--- src/rtl/rd_preamble_seq.sv ---
// Read-capture sequencer: queues read commands, waits out read latency, hunts for the DQS preamble, then opens the capture window.
// Optional feature: define RD_PREAMBLE_SEQ_STATS_EN to add saturating done/err counters.
module rd_preamble_seq #(
    parameter int unsigned CMD_DEPTH = 4,
    parameter int unsigned TIMEOUT   = 16,
    parameter int unsigned RL_W      = 6
) (
    input  logic            clk_i,
    input  logic            reset_n_i,
    input  logic            rd_cmd_valid_i,
    output logic            rd_cmd_ready_o,
    input  logic [RL_W-1:0] rd_cmd_rl_i,
    input  logic            rd_cmd_bl16_i,
    input  logic [2:0]      rd_cmd_pre_i,
    output logic            det_en_o,
    output logic [2:0]      det_pre_amble_sett_o,
    input  logic            pattern_detected_i,
    output logic            capture_en_o,
    output logic            rd_done_o,
    output logic            rd_err_o,
    output logic            busy_o
`ifdef RD_PREAMBLE_SEQ_STATS_EN
    ,
    output logic [15:0]     done_cnt_o,
    output logic [15:0]     err_cnt_o
`endif
);
    localparam int unsigned PTR_W = $clog2(CMD_DEPTH);
    localparam int unsigned CNT_W = PTR_W + 1;
    localparam int unsigned ENT_W = RL_W + 4;
    localparam int unsigned TO_W  = $clog2(TIMEOUT);
    localparam logic [TO_W-1:0]  TO_LAST = TO_W'(TIMEOUT - 1);
    localparam logic [CNT_W-1:0] FULL    = CNT_W'(CMD_DEPTH);

    typedef enum logic [2:0] {IDLE, WAIT_RL, HUNT, CAPTURE, GAP} state_t;
    state_t state, state_nx;

    logic [ENT_W-1:0] mem [CMD_DEPTH];
    logic [ENT_W-1:0] head;
    logic [PTR_W-1:0] wr_ptr, rd_ptr;
    logic [CNT_W-1:0] count, count_nx;
    logic             push, pop;

    logic [RL_W-1:0]  lat_cnt, lat_cnt_nx;
    logic [TO_W-1:0]  to_cnt, to_cnt_nx;
    logic [2:0]       win_cnt, win_cnt_nx;
    logic             bl16, bl16_nx;
    logic [2:0]       pre, pre_nx;
    logic             done_nx, err_nx;

    assign head     = mem[rd_ptr];
    assign push     = rd_cmd_valid_i & rd_cmd_ready_o;
    assign count_nx = count + CNT_W'(push) - CNT_W'(pop);
    assign det_pre_amble_sett_o = pre;

    always_ff @(posedge clk_i) begin
        if (push) begin
            mem[wr_ptr] <= {rd_cmd_rl_i, rd_cmd_bl16_i, rd_cmd_pre_i};
        end
    end

    always_comb begin
        state_nx   = state;
        lat_cnt_nx = lat_cnt;
        to_cnt_nx  = to_cnt;
        win_cnt_nx = win_cnt;
        bl16_nx    = bl16;
        pre_nx     = pre;
        pop        = 1'b0;
        err_nx     = 1'b0;
        unique case (state)
            IDLE: begin
                if (count != '0) begin
                    pop = 1'b1;
                    {lat_cnt_nx, bl16_nx, pre_nx} = head;
                    state_nx = WAIT_RL;
                end
            end
            WAIT_RL: begin
                if (lat_cnt == '0) begin
                    state_nx  = HUNT;
                    to_cnt_nx = '0;
                end else begin
                    lat_cnt_nx = lat_cnt - RL_W'(1);
                end
            end
            HUNT: begin
                to_cnt_nx = to_cnt + TO_W'(1);
                // a detection on the final hunt cycle wins over the timeout
                if (pattern_detected_i) begin
                    state_nx   = CAPTURE;
                    win_cnt_nx = bl16 ? 3'd7 : 3'd3;
                end else if (to_cnt == TO_LAST) begin
                    state_nx = GAP;
                    err_nx   = 1'b1;
                end
            end
            CAPTURE: begin
                if (win_cnt == '0) begin
                    state_nx = GAP;
                end else begin
                    win_cnt_nx = win_cnt - 3'd1;
                end
            end
            GAP:     state_nx = IDLE;
            default: state_nx = IDLE;
        endcase
        // registered done must land on the last window cycle, so look one cycle ahead
        done_nx = (state_nx == CAPTURE) && (win_cnt_nx == '0);
    end

    always_ff @(posedge clk_i or negedge reset_n_i) begin
        if (!reset_n_i) begin
            state          <= IDLE;
            wr_ptr         <= '0;
            rd_ptr         <= '0;
            count          <= '0;
            lat_cnt        <= '0;
            to_cnt         <= '0;
            win_cnt        <= '0;
            bl16           <= 1'b0;
            pre            <= '0;
            rd_cmd_ready_o <= 1'b0;
            det_en_o       <= 1'b0;
            capture_en_o   <= 1'b0;
            rd_done_o      <= 1'b0;
            rd_err_o       <= 1'b0;
            busy_o         <= 1'b0;
        end else begin
            state          <= state_nx;
            if (push) wr_ptr <= wr_ptr + PTR_W'(1);
            if (pop)  rd_ptr <= rd_ptr + PTR_W'(1);
            count          <= count_nx;
            lat_cnt        <= lat_cnt_nx;
            to_cnt         <= to_cnt_nx;
            win_cnt        <= win_cnt_nx;
            bl16           <= bl16_nx;
            pre            <= pre_nx;
            rd_cmd_ready_o <= (count_nx != FULL);
            det_en_o       <= (state_nx == HUNT);
            capture_en_o   <= (state_nx == CAPTURE);
            rd_done_o      <= done_nx;
            rd_err_o       <= err_nx;
            busy_o         <= (state_nx != IDLE) || (count_nx != '0);
        end
    end

`ifdef RD_PREAMBLE_SEQ_STATS_EN
    always_ff @(posedge clk_i or negedge reset_n_i) begin
        if (!reset_n_i) begin
            done_cnt_o <= '0;
            err_cnt_o  <= '0;
        end else begin
            if (done_nx && (done_cnt_o != '1)) done_cnt_o <= done_cnt_o + 16'd1;
            if (err_nx && (err_cnt_o != '1))   err_cnt_o  <= err_cnt_o + 16'd1;
        end
    end
`endif

endmodule

--- config.mk ---
export PLATFORM = sky130hd
export DESIGN_NAME = rd_preamble_seq
export DESIGN_NICKNAME = d
export VERILOG_FILES = /design/src/rtl/rd_preamble_seq.sv
export SDC_FILE = /design/constraint.sdc
export NUM_CORES = 1
export LEC_CHECK = 0
export CAP_MARGIN = 40
export CORE_MARGIN = 1
export CORE_UTILIZATION = 40
export DETAILED_ROUTE_END_ITERATION = 10
export PLACE_DENSITY_LB_ADDON = 0.08
export SYNTH_ARGS = -nofsm -noshare
export SYNTH_HDL_FRONTEND = slang
export SYNTH_SLANG_ARGS = --single-unit
--- constraint.sdc ---
create_clock -name clk_i -period 3.65 [get_ports clk_i]
set_clock_uncertainty 0.15 [all_clocks]
set_input_delay 0.73 -clock clk_i [delete_from_list [all_inputs] [get_ports clk_i]]
set_output_delay 0.73 -clock clk_i [all_outputs]
set_load 0.02 [all_outputs]
# Word level (Yosys, flattened, before mapping)
# Memory sizes are Yosys's and may differ from the RTL's.
# Index checks and enable logic that the tools add are counted.
# op_classes
n_mux	22
bitwise	1
n_addsub	7
shift	0
reduce_logical	14
div	0
magnitude_cmp	0
eq_ne	10
mul	0
# op_table
cell	count
$mux W3	8
$eq A3 B2 Y1 const B	4
$mux W6	2
$pmux W3 S4	1
$pmux W6 S2	1
$logic_not A3 Y1	3
$reduce_bool A3 Y1	3
$pmux W4 S2	1
$mux W1	7
$logic_not A6 Y1	1
$ne A2 B2 Y1 const B	3
$pmux W3 S2	1
$sub A6 B1 Y6 const B	1
$add A2 B1 Y2 const B	2
$add A4 B1 Y4 const B	1
$eq A4 B4 Y1 const B	1
$mux W4	1
$reduce_and A2 Y1	2
$reduce_bool A2 Y1	2
$add A3 B1 Y3	1
$eq A3 B1 Y1 const B	1
$ne A3 B3 Y1 const B	1
$reduce_and A3 Y1	1
$sub A3 B1 Y3	1
4 further kinds	4
# totals
mem_count	1
mem_bits_rw	40
out_inout_bits	9
register_bits	33
romBits	0
latch_bits	0
in_bits	14
# mem_list
name	words	word_bits	read_ports	rd_ports_with_merged_regs	wr	line	rtl
mem	4	10	1	0	1	38	logic [ENT_W-1:0] mem [CMD_DEPTH];

# Longest topological paths before layout
# depth
word_depth	6
mapped_depth	10

# Worst setup path before layout
# No wires, ideal clock.
# synth_path
path_kind	register -> register
from	reg state[0]
to	reg busy_o
synth_period_minus_slack_ns	2.663
required_time_ns	3.358
arrival_time_ns	2.372
slack_ns	0.987
stages_incl_launch_ff	10
n_path_buf	1
cell_sequence	dfrtp_1 -> or4_1 -> inv_1 -> buf_4 -> ha_1 -> inv_1 -> ha_1 -> fa_1 -> nor2_1 -> nand4b_1
# synth_between
elab_chain_cells	5
elab_cells_between_ends	15
classes_between	add/sub: 1; eq/ne: 3; mux: 7; reduce/logical: 4
# synth_rtl
element	line	rtl
from (decl)	36	state_t state, state_nx;
from (signal assigned)	130	state <= state_nx;
$logic_not A3 Y1	71	unique case (state)
$mux W1	71	
named net pop	42	logic push, pop;
$sub A3 B1 Y3	53	assign count_nx = count + CNT_W'(push) - CNT_W'(pop);
named net count_nx[1]	41	logic [CNT_W-1:0] count, count_nx;
$reduce_bool A3 Y1	144	busy_o <= (state_nx != IDLE) || (count_nx != '0);
$logic_or A1 B1 Y1	144	
to (signal assigned)	144	
to (decl)	21	output logic busy_o
# The timed path passes the listed nets, and every way through them passes these cells.
# A chain may end at the register's enable or synchronous reset.

# Worst setup path in the final report
# layout_path
from	reg state[0]
to	reg busy_o
# layout_between
elab_chain_cells	5
elab_cells_between_ends	15
classes_between	add/sub: 1; eq/ne: 3; mux: 7; reduce/logical: 4
# layout_rtl
element	line
$logic_not A3 Y1	71
$mux W1	71
$sub A3 B1 Y3	53
named net count_nx[1]	41
$reduce_bool A3 Y1	144
$logic_or A1 B1 Y1	144
# The timed path passes the listed nets, and every way through them passes these cells.

==> results_dict.tcl <==
set metrics [dict create \
    fin_crit_sh_pct 75.7 \
    holdPathStages 1 \
    required_ns 3.70 \
    dp_hpwl_um 3840 \
    power_mw 3.12 \
    grt_first_pass_wirelength_um 9470 \
    dieArea_mm2 0.00819 \
    regToRegSetupSlack_ns 0.89 \
    path_class "flop to flop" \
    p_clk_share_pct 20.8 \
    cts_tree "yes" \
    ir_worst_vdd_v 0.000322 \
    internal-power_mw 2.03 \
    syn_area_per_cell_um2 15.0 \
    wirelength_um 5480 \
    crit_path_max_fanout 16 \
    critical_path_buf_inv_count 2 \
    startpoint_type "flop" \
    p_sw_mw 1.08 \
    synth_warnings 0 \
    hold_path_class "flop to flop" \
    portBuffers 22 \
    drc_errors 0 \
    end_kind "flop" \
    syn-instance-count 209 \
    final_cells 343 \
    cts_buffers 9 \
    start_util_pct 42.3 \
    finalSetupTns_ns 0 \
    crit-reg2reg-launch "state[0]" \
    swShare_pct 34.8 \
    dp.cells 327 \
    clk_latency_ns 0.34 \
    r2r_cells 8 \
    die_h_um 90.5 \
    clkTransAtPathRegs_ns 0.08 \
    crit_family "simple AND/OR/NAND/NOR gates" \
    synth.yosys.seq_area_share_pct 64.7 \
    post_cts_resized 0 \
    grt_usage_pct 15.4 \
    finalNetCount 264 \
    final-setup-viol-count 0 \
    viasPerCell 5.20 \
    final_layout_size_suffix_gt1_share_pct 16.8 \
    clockBufferDepth 2 \
    htree_levels 3 \
    synth_seq_cells 73 \
    timing.rr.end "busy_o" \
    gp_congestion 0.762 \
    rsz0062_at_grt "false" \
    combPwrFrac_pct 35.7 \
    worstPathArrival_ns 2.81 \
    path_cells "or4_1 > inv_1 > ha_1 > inv_1 > ha_1 > fa_1 > nor2_1 > nand4b_1" \
    slowest_stage "or4_1" \
    synthToLayoutAreaGrowth_pct 17.3 \
    fmax_mhz 362 \
    grt_pass1_vias 1898 \
    detail-route-antenna-nets 0 \
    vias 1783 \
    status "completed" \
    cpPeakStageDelay_ns 0.70 \
    post_drt_wl_per_cell_um 16.0 \
    synth_edf_count 40 \
    drt_pass1_iterations 4 \
    tightest_slew_ns 0.862 \
    ys_async_sr_fraction_pct 45.2 \
    min_to "win_cnt[0]" \
    core_area_mm2 0.00741 \
    diodes 0 \
    synth_ff_type "edfxtp_1" \
    netlist_area_mm2 0.00313 \
    cap_violations 0 \
    drt_iter0_markers 63 \
    power_density_mw_per_mm2 847 \
    grt_overflow_total 0 \
    synthesis.nets 234 \
    min_from "win_cnt[0]" \
    hold_violations 0 \
    num_io_pins 23 \
    cts.sinks 73 \
    cts_setup_buffers 0 \
    p_leak_nw 1.42 \
    cts_root_buffer "clkbuf_8" \
    ctsHoldBuffers 0 \
    max_slew_margin_pct 42.4 \
    synthDistinctLibCells 43 \
    grt_max_degree 34 \
    num_rows 31 \
    fin_util_pct 49.6 \
    pwr-share-seq_pct 43.4 \
    dieWidth_um 90.5 \
    hold_ws_ns 0.345 \
    min_period_ns 2.76 \
    antenna_found_initial 0 \
    drv_slew 0 \
]
==> layout make-up <==
| type | count | area [um2] |
|---|---|---|
| Fill cell | 624 | 3730 |
| Sequential cell | 73 | 2030 |
| Multi-Input combinational cell | 118 | 1030 |
| Timing Repair Buffer | 24 | 235 |
| Clock buffer | 9 | 124 |
| Tap cell | 99 | 124 |
| Clock inverter | 7 | 83.8 |
| Inverter | 13 | 48.8 |
==> per-stage QoR <==
step	area, um2	setup WS, ns
after floorplan	3130	0.987
after global placement	3470	0.787
after detailed placement	3470	0.707
after CTS	3680	0.862
after global routing	3680	0.756
final	3680	0.887
==> cell families (layout without fill, tap and decap cells) <==
group	Yosys count	count (layout)	synth area share [%]
flip-flops	73	73	64.7
AND/OR/NAND/NOR	53	53	9.90
AO/OA/AOI/OAI	32	32	7.43
buffers and inverters	18	53	2.32
multiplexers	17	17	9.66
adder cells (fa/ha/maj)	11	11	4.63
XOR/XNOR	5	5	1.40
==> routing by layer <==
| layer | global-route usage [%] | up-vias | wire, um |
|---|---|---|---|
| met5 | 0 | - | 0 |
| met4 | 8.47 | 0 | 56 |
| met3 | 3.70 | 6 | 146 |
| met2 | 23.8 | 32 | 2730 |
| met1 | 20.0 | 892 | 2550 |
| li1 | - | 853 | - |
==> cell usage after synthesis (all sizes together) (2+ instances only) <==
cell type	count	share of area, %
a21oi	7	1.1
a22oi	2	0.48
a31oi	2	0.40
and3	5	1.0
buf	2	0.40
clkbuf	3	0.36
dfrtp	33	26
edfxtp	40	38
ha	10	4.0
inv	13	1.6
mux2	6	2.2
mux4	10	7.2
nand2	10	1.2
nand2b	5	1.0
nand3	3	0.48
nand4b	2	0.56
nor2	7	0.84
nor3	7	1.3
nor3b	4	0.96
o211a	3	0.96
o21ai	6	0.96
o22ai	3	0.60
o2bb2ai	3	0.84
or3	2	0.56
or3b	3	0.92
or4	2	0.48
xnor2	4	1.1
==> worst max path at each step <==
stage	startpoint	end	slack (ns)	cells past startpoint
6_report	state[0]	busy_o	0.89	8
4_1_cts	state[0]	busy_o	0.86	8
2_1_floorplan	state[0]	busy_o	0.99	9
5_1_grt	state[0]	busy_o	0.76	8
3_3_place_gp	rd_cmd_valid_i	busy_o	0.79	8
3_5_place_dp	rd_cmd_valid_i	busy_o	0.71	8
==> power groups by stage <==
stage / clock [mW] / sequential [mW] / combinational, mW
2_1_floorplan: 0 / 1.31 / 0.858
3_3_place_gp: 0 / 1.36 / 1.09
3_5_place_dp: 0 / 1.38 / 1.13
4_1_cts: 0.674 / 1.36 / 1.13
5_1_grt: 0.714 / 1.40 / 1.24
6_report: 0.648 / 1.35 / 1.11
==> placed cells by master (no fill, tap or decap), types with 2 or more instances in the layout <==
cell	count
a21oi_1	7
a22oi_1	2
a31oi_1	2
and3_1	5
buf_4	2
clkbuf_8	9
clkdlybuf4s50_1	22
dfrtp_1	33
edfxtp_1	40
ha_1	10
inv_1	13
inv_6	3
mux2_2	6
mux4_2	10
nand2_1	10
nand2b_1	5
nand3_1	3
nand4b_1	2
nor2_1	7
nor3_1	6
nor3b_1	4
o211a_1	3
o21ai_0	6
o22ai_1	3
o2bb2ai_1	3
or3b_2	2
or4_1	2
xnor2_1	4
==> sequential cells by signal, summed over array words and instances (netlist names) <==
name and count:
capture_en_o 1, rd_cmd_ready_o 1, mem 40, rd_done_o 1, rd_err_o 1, to_cnt 4, state 3, det_pre_amble_sett_o 3
rd_ptr 2, wr_ptr 2, count 3, det_en_o 1, bl16 1, busy_o 1, win_cnt 3, lat_cnt 6
Note: power is estimated with default switching activity, not from simulation.
